## src/rtl/seq_mul_unit.sv

```systemverilog
`default_nettype none
`timescale 1ns/1ps
// ============================================================================
//  Module      : seq_mul_unit
//  Description : Iterative radix-2 shift-add multiplier. Accepts a request in
//                IDLE, runs WIDTH add/shift iterations, then pulses done_o
//                for one cycle with the 2*WIDTH-bit product.
//  Ports       : clk_i        - clock, rising edge
//                rst_i        - asynchronous, active-low reset
//                start_i      - request strobe, sampled only in IDLE
//                signed_i     - 1: two's-complement operands, 0: unsigned
//                src1_i       - multiplicand
//                src2_i       - multiplier
//                busy_o       - high while calculating or presenting result
//                done_o       - one-cycle pulse, result valid this cycle
//                result_o     - low half of the product
//                result_hi_o  - high half of the product
//                zero_o       - full product equals zero
//  Revision    : 1.0 - initial release
// ============================================================================
module seq_mul_unit #(
    parameter int WIDTH = 32
) (
    input  logic             clk_i,
    input  logic             rst_i,
    input  logic             start_i,
    input  logic             signed_i,
    input  logic [WIDTH-1:0] src1_i,
    input  logic [WIDTH-1:0] src2_i,
    output logic             busy_o,
    output logic             done_o,
    output logic [WIDTH-1:0] result_o,
    output logic [WIDTH-1:0] result_hi_o,
    output logic             zero_o
);

    localparam int                 CW       = (WIDTH > 1) ? $clog2(WIDTH) : 1;
    localparam logic [CW-1:0]      c_LAST   = CW'(WIDTH - 1);
    localparam logic [WIDTH-1:0]   c_ONE    = WIDTH'(1);
    localparam logic [2*WIDTH-1:0] c_ONE2   = (2*WIDTH)'(1);

    localparam logic [1:0] S_IDLE = 2'd0;
    localparam logic [1:0] S_CALC = 2'd1;
    localparam logic [1:0] S_DONE = 2'd2;

    logic [1:0]       r_state;
    logic [1:0]       w_next_state;

    logic [WIDTH-1:0] r_mcand;
    logic [WIDTH-1:0] r_acc;
    logic [WIDTH-1:0] r_mplr;
    logic [CW-1:0]    r_cnt;
    logic             r_neg;
    logic [WIDTH-1:0] r_result_lo;
    logic [WIDTH-1:0] r_result_hi;
    logic             r_zero;

    logic             w_accept;
    logic             w_last;
    logic [WIDTH-1:0] w_abs1;
    logic [WIDTH-1:0] w_abs2;
    logic [WIDTH-1:0] w_addend;
    logic [WIDTH:0]   w_sum;
    logic [2*WIDTH-1:0] w_prod_mag;
    logic [2*WIDTH-1:0] w_prod;

    assign w_accept = (r_state == S_IDLE) && start_i;
    assign w_last   = (r_state == S_CALC) && (r_cnt == c_LAST);

    // Magnitudes: -2^(W-1) negates to itself, which read unsigned is the
    // correct magnitude 2^(W-1).
    assign w_abs1 = (signed_i && src1_i[WIDTH-1]) ? (~src1_i + c_ONE) : src1_i;
    assign w_abs2 = (signed_i && src2_i[WIDTH-1]) ? (~src2_i + c_ONE) : src2_i;

    // One iteration: conditional add into the upper half with carry kept,
    // then {carry, acc, mplr} shifted right by one.
    assign w_addend   = r_mplr[0] ? r_mcand : '0;
    assign w_sum      = {1'b0, r_acc} + {1'b0, w_addend};
    assign w_prod_mag = {w_sum, r_mplr[WIDTH-1:1]};
    assign w_prod     = r_neg ? (~w_prod_mag + c_ONE2) : w_prod_mag;

    // ---------------- FSM: state register ----------------
    always_ff @(posedge clk_i or negedge rst_i) begin
        if (!rst_i) begin
            r_state <= S_IDLE;
        end else begin
            r_state <= w_next_state;
        end
    end

    // ---------------- FSM: next-state logic ----------------
    always_comb begin
        w_next_state = r_state;
        case (r_state)
            S_IDLE:  if (start_i) w_next_state = S_CALC;
            S_CALC:  if (r_cnt == c_LAST) w_next_state = S_DONE;
            S_DONE:  w_next_state = S_IDLE;
            default: w_next_state = S_IDLE;
        endcase
    end

    // ---------------- FSM: outputs ----------------
    always_comb begin
        busy_o = 1'b0;
        done_o = 1'b0;
        case (r_state)
            S_CALC:  busy_o = 1'b1;
            S_DONE: begin
                busy_o = 1'b1;
                done_o = 1'b1;
            end
            default: ;
        endcase
    end

    // ---------------- Datapath ----------------
    always_ff @(posedge clk_i or negedge rst_i) begin
        if (!rst_i) begin
            r_mcand     <= '0;
            r_acc       <= '0;
            r_mplr      <= '0;
            r_cnt       <= '0;
            r_neg       <= 1'b0;
            r_result_lo <= '0;
            r_result_hi <= '0;
            r_zero      <= 1'b0;
        end else if (w_accept) begin
            r_mcand <= w_abs1;
            r_mplr  <= w_abs2;
            r_acc   <= '0;
            r_cnt   <= '0;
            r_neg   <= signed_i & (src1_i[WIDTH-1] ^ src2_i[WIDTH-1]);
        end else if (r_state == S_CALC) begin
            r_acc  <= w_sum[WIDTH:1];
            r_mplr <= {w_sum[0], r_mplr[WIDTH-1:1]};
            r_cnt  <= r_cnt + CW'(1);
            if (w_last) begin
                r_result_lo <= w_prod[WIDTH-1:0];
                r_result_hi <= w_prod[2*WIDTH-1:WIDTH];
                // Taken from the magnitude so a negative-signed zero still
                // reports zero.
                r_zero      <= (w_prod_mag == '0);
            end
        end
    end

    assign result_o    = r_result_lo;
    assign result_hi_o = r_result_hi;
    assign zero_o      = r_zero;

endmodule
`default_nettype wire
```

## config.mk

```make
export PLATFORM = sky130hd
export DESIGN_NAME = seq_mul_unit
export DESIGN_NICKNAME = d
export VERILOG_FILES = /design/src/rtl/seq_mul_unit.sv
export SDC_FILE = /design/constraint.sdc
export NUM_CORES = 1
export LEC_CHECK = 0
export ABC_AREA = 1
export BUFFER_PORTS_ARGS = -buffer_cell sky130_fd_sc_hd__buf_4
export CORE_MARGIN = 2
export CORE_UTILIZATION = 35
export CTS_BUF_LIST = sky130_fd_sc_hd__clkbuf_4
export DETAILED_ROUTE_END_ITERATION = 10
export PLACE_DENSITY = 0.63
export SYNTH_ARGS = -nofsm -noshare
export SYNTH_HDL_FRONTEND = slang
export SYNTH_SLANG_ARGS = --single-unit
```

## constraint.sdc

```tcl
create_clock -name clk_i -period 3 [get_ports clk_i]
set_input_delay 0.3 -clock clk_i [delete_from_list [all_inputs] [get_ports clk_i]]
set_output_delay 0.3 -clock clk_i [all_outputs]
set_load 0.005 [all_outputs]
```

Yosys cells after proc, flatten, opt, wreduce, memory -nomap -nowiden
Cells that the tools add are included.
{"block": "totals", "ff_bits": 169, "elab_cells": 50}
{"block": "classes", "n_addsub": 5, "n_eq_ne": 5, "n_mux": 15, "n_bitwise": 6, "n_reduce_logical": 10}
{"operator": "two-way mux 32 bit", "count": 7}
{"operator": "adder 32 x 1 -> 32 bit, second input constant", "count": 2}
{"operator": "adder 64 x 1 -> 64 bit, second input constant", "count": 1}
{"operator": "zero test 64 bit", "count": 1}
{"operator": "two-way mux 64 bit", "count": 1}
{"operator": "inverter 32 bit", "count": 2}
{"operator": "inverter 64 bit", "count": 1}
{"operator": "adder 32 x 32 -> 33 bit", "count": 1}
{"operator": "two-way mux 5 bit", "count": 2}
{"operator": "adder 5 x 1 -> 5 bit, second input constant", "count": 1}
{"operator": "equality test 5 bit, second input constant", "count": 1}
{"operator": "logical AND 1 bit", "count": 4}
{"operator": "two-way mux 2 bit", "count": 2}
{"operator": "case mux 2 bit (2 select lines)", "count": 1}
{"operator": "AND reduction 3 bit", "count": 1}
{"operator": "equality test 2 x 1 -> 1 bit, second input constant", "count": 1}
{"operator": "equality test 2 bit, second input constant", "count": 1}
{"operator": "zero test 2 bit", "count": 1}
{"operator": "two-way mux 1 bit", "count": 2}
{"operator": "!= test 2 x 1 -> 1 bit, second input constant", "count": 1}
{"operator": "!= test 2 bit, second input constant", "count": 1}
{"operator": "AND reduction 2 bit", "count": 1}
{"operator": "nonzero test 2 bit", "count": 1}
{"operator": "OR reduction 2 bit", "count": 1}
{"operator": "other kinds (3)", "count": 3}

Longest topological paths before layout
{"block": "depth", "ltp_word": 5, "depth_mapped": 25, "mapped_depth_nobuf": 22}

Least setup slack after synthesis
Ideal clock, no wire load.
{"block": "synth_path", "path_kind": "register to register", "start": "reg r_mplr[0]", "end": "reg r_result_hi[30], in the netlist result_hi_o[30]", "setup_time_ns": 0.124, "t_arrival_ns": 2.683, "required_ns": 2.876, "slack_ns": 0.193, "path_stages_with_launch": 19, "n_path_buf": 2, "period_less_slack_ns": 2.807, "cell_sequence": "dfrtp_1 -> clkbuf_1 -> clkbuf_1 -> nand2_1 -> inv_1 -> ha_1 -> fa_1 -> xnor2_1 -> nand2_1 -> nor3_1 -> nand4_1 -> nor2_2 -> nand3_2 -> nor2_1 -> nand2_1 -> nand2_2 -> nand2_1 -> nand2_1 -> nand3_1"}
{"block": "synth_via", "elab_chain_len": 5}
{"item": "start: declaration", "line_no": "51", "rtl": "logic [WIDTH-1:0] r_mplr;"}
{"item": "start signal: assignment", "line_no": "129", "rtl": "r_mplr <= w_abs2;"}
{"item": "start signal: assignment", "line_no": "135", "rtl": "r_mplr <= {w_sum[0], r_mplr[WIDTH-1:1]};"}
{"item": "two-way mux 32 bit *", "line_no": "77", "rtl": "assign w_addend = r_mplr[0] ? r_mcand : '0;"}
{"item": "adder 32 x 32 -> 33 bit *", "line_no": "78", "rtl": "assign w_sum = {1'b0, r_acc} + {1'b0, w_addend};"}
{"item": "inverter 64 bit", "line_no": "80", "rtl": "assign w_prod = r_neg ? (~w_prod_mag + c_ONE2) : w_prod_mag;"}
{"item": "adder 64 x 1 -> 64 bit", "line_no": "80"}
{"item": "two-way mux 64 bit *", "line_no": "80"}
{"item": "end signal: assignment", "line_no": "139", "rtl": "r_result_hi <= w_prod[2*WIDTH-1:WIDTH];"}
{"item": "end: declaration", "line_no": "55", "rtl": "logic [WIDTH-1:0] r_result_hi;"}
Mark *: on every way between the ends. The rest lies on a longest branch, timed or not.
A chain may end at the register's enable or synchronous reset.

Worst setup path after layout
{"block": "layout_path", "start": "reg r_mplr[0]", "end": "reg r_result_hi[29], in the netlist result_hi_o[29]"}
The elaborated chain is that of the path after synthesis.

==> metrics.md <==
| Metric | Value |
|---|---|
| Status | finished clean |
| Post-Syn Area | approximately 13000 um2 |
| GP Congestion | 0.946 |
| # Max-Cap Violations | 0 |
| Die X | 194 um |
| Number of cells on the critical path | 20 |
| Worst setup path end | result_hi_o[29] |
| Reg2Reg Setup Slack | around 0.11 ns |
| Worst Setup End Kind | flip-flop |
| Reg2reg start | r_mplr[0] |
| Final nets | 2307 |
| Synth Area per Inst | 6.63 um2 |
| DR vias/cell | between 5 and 6 |
| CP max stage cell | dfrtp_2 |
| Count leader, synth | nand2_1 |
| Post-synthesis net count | about 2000 |
| PD cells | between 900 and 1000 nW/um2 |
| # IOs | about 140 |
| Register area share after synthesis | 33.4% |
| Root Buffer | clkbuf_4 |
| Die area | 37700 um2 |
| Sw Share | around half |
| Clk_skew | roughly 0.046 ns |
| Clock transition at path regs | 0.17 ns |
| Dpl cell area | roughly 15000 um2 |
| DP HPWL | 32.9 mm |
| WP buf/inv | 4 |
| R2R cell count | 20 |
| Synth area leaders | dfrtp_1, nand2_1, inv_1, o21ai_0, xor2_1 |
| FF-to-FF End | result_hi_o[29] |
| Slew HR | around two fifths |
| Min-delay worst type | input pin to flip-flop |
| Crit path from | r_mplr[0] |
| Grt total ovfl | 0 |
| Top cell type's share of synthesized area | 33.4% |
| Post-synth EDFFs | 0 |
| GR Util All Layers | 22.1% |
| Hold Vio Cnt, Final | 0 |
| Tmin final | ~2.9 ns |
| Final WS setup | roughly 0.11 ns |
| First-pass GRT wire length | roughly 67 mm |
| WP data required | between 3 and 4 ns |
| VDD IR max | about 0.62 mV |
| DR iter-0 viols | 929 |
| Pleak | 8.52 nW |
| Post-synthesis async set-or-reset flop share | 100% |
| Upper clock frequency limit | ~350 MHz |
| Vias in the first global route | about 13000 |
| CP peak stage delay | slightly below 0.5 ns |
| Crit path cell chain | buf_12 > buf_12 > nand2_1 > inv_1 > ha_4 > nand2_4 > nor2_4 > inv_2 > nor3_4 > nand3_2 > nand2_2 > nand2_1 > nand2_2 > nand2_4 > nor2_2 > nand2_1 > nand2_1 > nand3_1 > nand3_1 > nand2_1 |
| CP dominant cell by count | nand2_1 |
| Wire per inst | 15.9 um |
| Largest net degree at the start of global routing | 90 |
| RSZ-0062 raised after global routing | true |
| Internal power | 7.58 mW |
| Rows | approximately 70 |
| Combinational power share | between 60% and 70% |
| Synth Register Bits | ~170 |
| Routed vias | approximately 13000 |
| Hold path cells | 4 |
| Core Footprint | around 36000 um2 |
| Worst-Skew Late Latency | 0.63 ns |
| Most used flip-flop cell after synthesis | dfrtp_1 |
| Netlist cell types | 43 |
| Hold slack final | roughly 0.052 ns |
| CTS buffer count | 17 |
| Final setup vio count | 0 |
| Sequential power share | between 20% and 30% |
| Final ANT Viol Nets | 0 |
| Initial Util | 35.6% |
| # H-tree levels | 4 |
| Initial DRT Pass Iterations | 5 |
| Initial antenna violation count | 1 |
| Layout cells sized above 1 | between 20% and 30% |
| Crit-path max FO | 16 |
| Final wirelength | approximately 43 mm |
| Final instance area | around 17000 um2 |
| CTS tree | built |
| Worst EP arrival | approximately 3.4 ns |
| Sw Pwr | 8.07 mW |
| Fillers | between 3000 and 4000 |
| Chip height | ~190 um |
| Setup TNS | 0 ns |
| Tcrit/Tclk final | 96.5% |
| Worst-margin pin slew | 0.927 ns |
| DRC viols | 0 |
| Clk pwr share | roughly 9% |
| Cell accounting for the most synthesized area | dfrtp_1 |
| Synth warn | 0 |
| CP startpoint kind | flip-flop |
| Dpl ws | -0.301 ns |
| # clock sinks | 169 |
| Layout area overhead | 33.4% |
| Maximum root-to-sink buffer count | 2 |
| Worst path top cell family by delay | simple AND/OR/NAND/NOR gates |
| Buffers on Ports | between 100 and 150 |
| Most instantiated cells after synthesis | nand2_1, inv_1, dfrtp_1, nor2_1, o21ai_0 |
| Crit Path Class | flip-flop to flip-flop |
| Slew Viols, Final | 0 |
| Cells after Synth | 1910 |
-- sequential cells by signal (all words and copies together) (netlist names) --
register and flops:
r_acc 32, zero_o 1, r_mcand 32, r_cnt 5, r_mplr 32, r_state 2, r_neg 1, result_hi_o 32
result_o 32
-- area by class of cell --
type                            instances  area [um2]  area share [%]
Antenna cell                            1        2.50          0.0148
Clock buffer                           17         128           0.756
Clock inverter                         15         175            1.04
Inverter                              271        1020            6.04
Multi-Input combinational cell       1416        8140            48.2
Sequential cell                       169        4230            25.0
Tap cell                              461         577            3.42
Timing Repair Buffer                  322        2610            15.5
-- worst register-to-register path: cells and delay by family, from the launching register on --
kind,cells,cell delay (ns)
AND/OR/NAND/NOR,15,1.56
flip-flops,1,0.49
buffers and inverters,4,0.44
adder cells (fa/ha/maj),1,0.32
-- metal layers --
layer,up-vias,global-route usage [%],wire [um]
met4,0,5.64,762
met5,-,0,0
met3,50,2.49,1920
met2,352,34.2,19100
li1,6664,-,-
met1,6347,32.6,20700
-- kinds of logic after synthesis --
family,synth area share [%]
AND/OR/NAND/NOR,35.1
buffers and inverters,9.71
AO/OA/AOI/OAI,11.6
flip-flops,33.4
XOR/XNOR,5.95
adder cells (fa/ha/maj),4.21
-- timing repair --
action / in CTS / in global routing
pin swaps: 3 / 40
hold buffers: 54 / 0
endpoints found under the hold margin: 220 / 0
gates cloned: 0 / 0
setup buffers: 2 / 32
endpoints found under the setup margin: 14 / 25
gates resized for setup: 35 / 199
-- through the flow --
step | power, mW | std cells | util (%)
after floorplan | 8.88 | 1910 | -
after global placement | 12.1 | 2551 | 41.7
after detailed placement | 12.2 | 2551 | 41.7
after CTS | 13.9 | 2639 | 44.5
after global routing | 16.8 | 2672 | 47.5
final | 15.6 | 2672 | 47.5
-- power groups by stage --
stage	sequential [mW]	combinational [mW]	clock (mW)
2_1_floorplan	3.32	5.56	0
3_3_place_gp	3.54	8.54	0
3_5_place_dp	3.55	8.68	0
4_1_cts	3.52	8.93	1.47
5_1_grt	3.68	11.6	1.54
6_report	3.61	10.6	1.43
-- cells in the final DEF (no fill, tap or decap), types with 5 or more instances in the layout --
master and count:
nor2_1 126, nor3_1 28, a31oi_1 8, nand2_2 87, nor2_4 27, o221ai_1 25
nor2_2 27, inv_2 18, o31ai_1 8, nand4_1 22, xnor2_1 16, a21oi_2 10
ha_1 17, o21bai_1 5, nand2_4 17, dlygate4sd3_1 54, buf_4 261, ha_4 22
o21ai_1 6, xor2_1 69, dfrtp_1 168, o21ai_0 147, nand3_2 19, nand2_1 535
clkbuf_4 17, clkinv_8 5, inv_1 250, a21oi_1 34, nand3_1 103, nor4_1 5
nand3b_1 10
-- how the worst min path moves through the flow --
stage / slack (ns) / endpoint / from
after CTS: 0.0004 / r_mplr[28] / src2_i[28]
after floorplan: 0.004 / r_acc[0] / rst_i
final: 0.05 / r_mplr[28] / src2_i[28]
after detailed placement: 0.13 / result_o[22] / rst_i
after global routing: 0.03 / r_mplr[22] / src2_i[22]
after global placement: 0.13 / result_o[22] / rst_i
No activity file was read; power rests on OpenSTA's default activity.
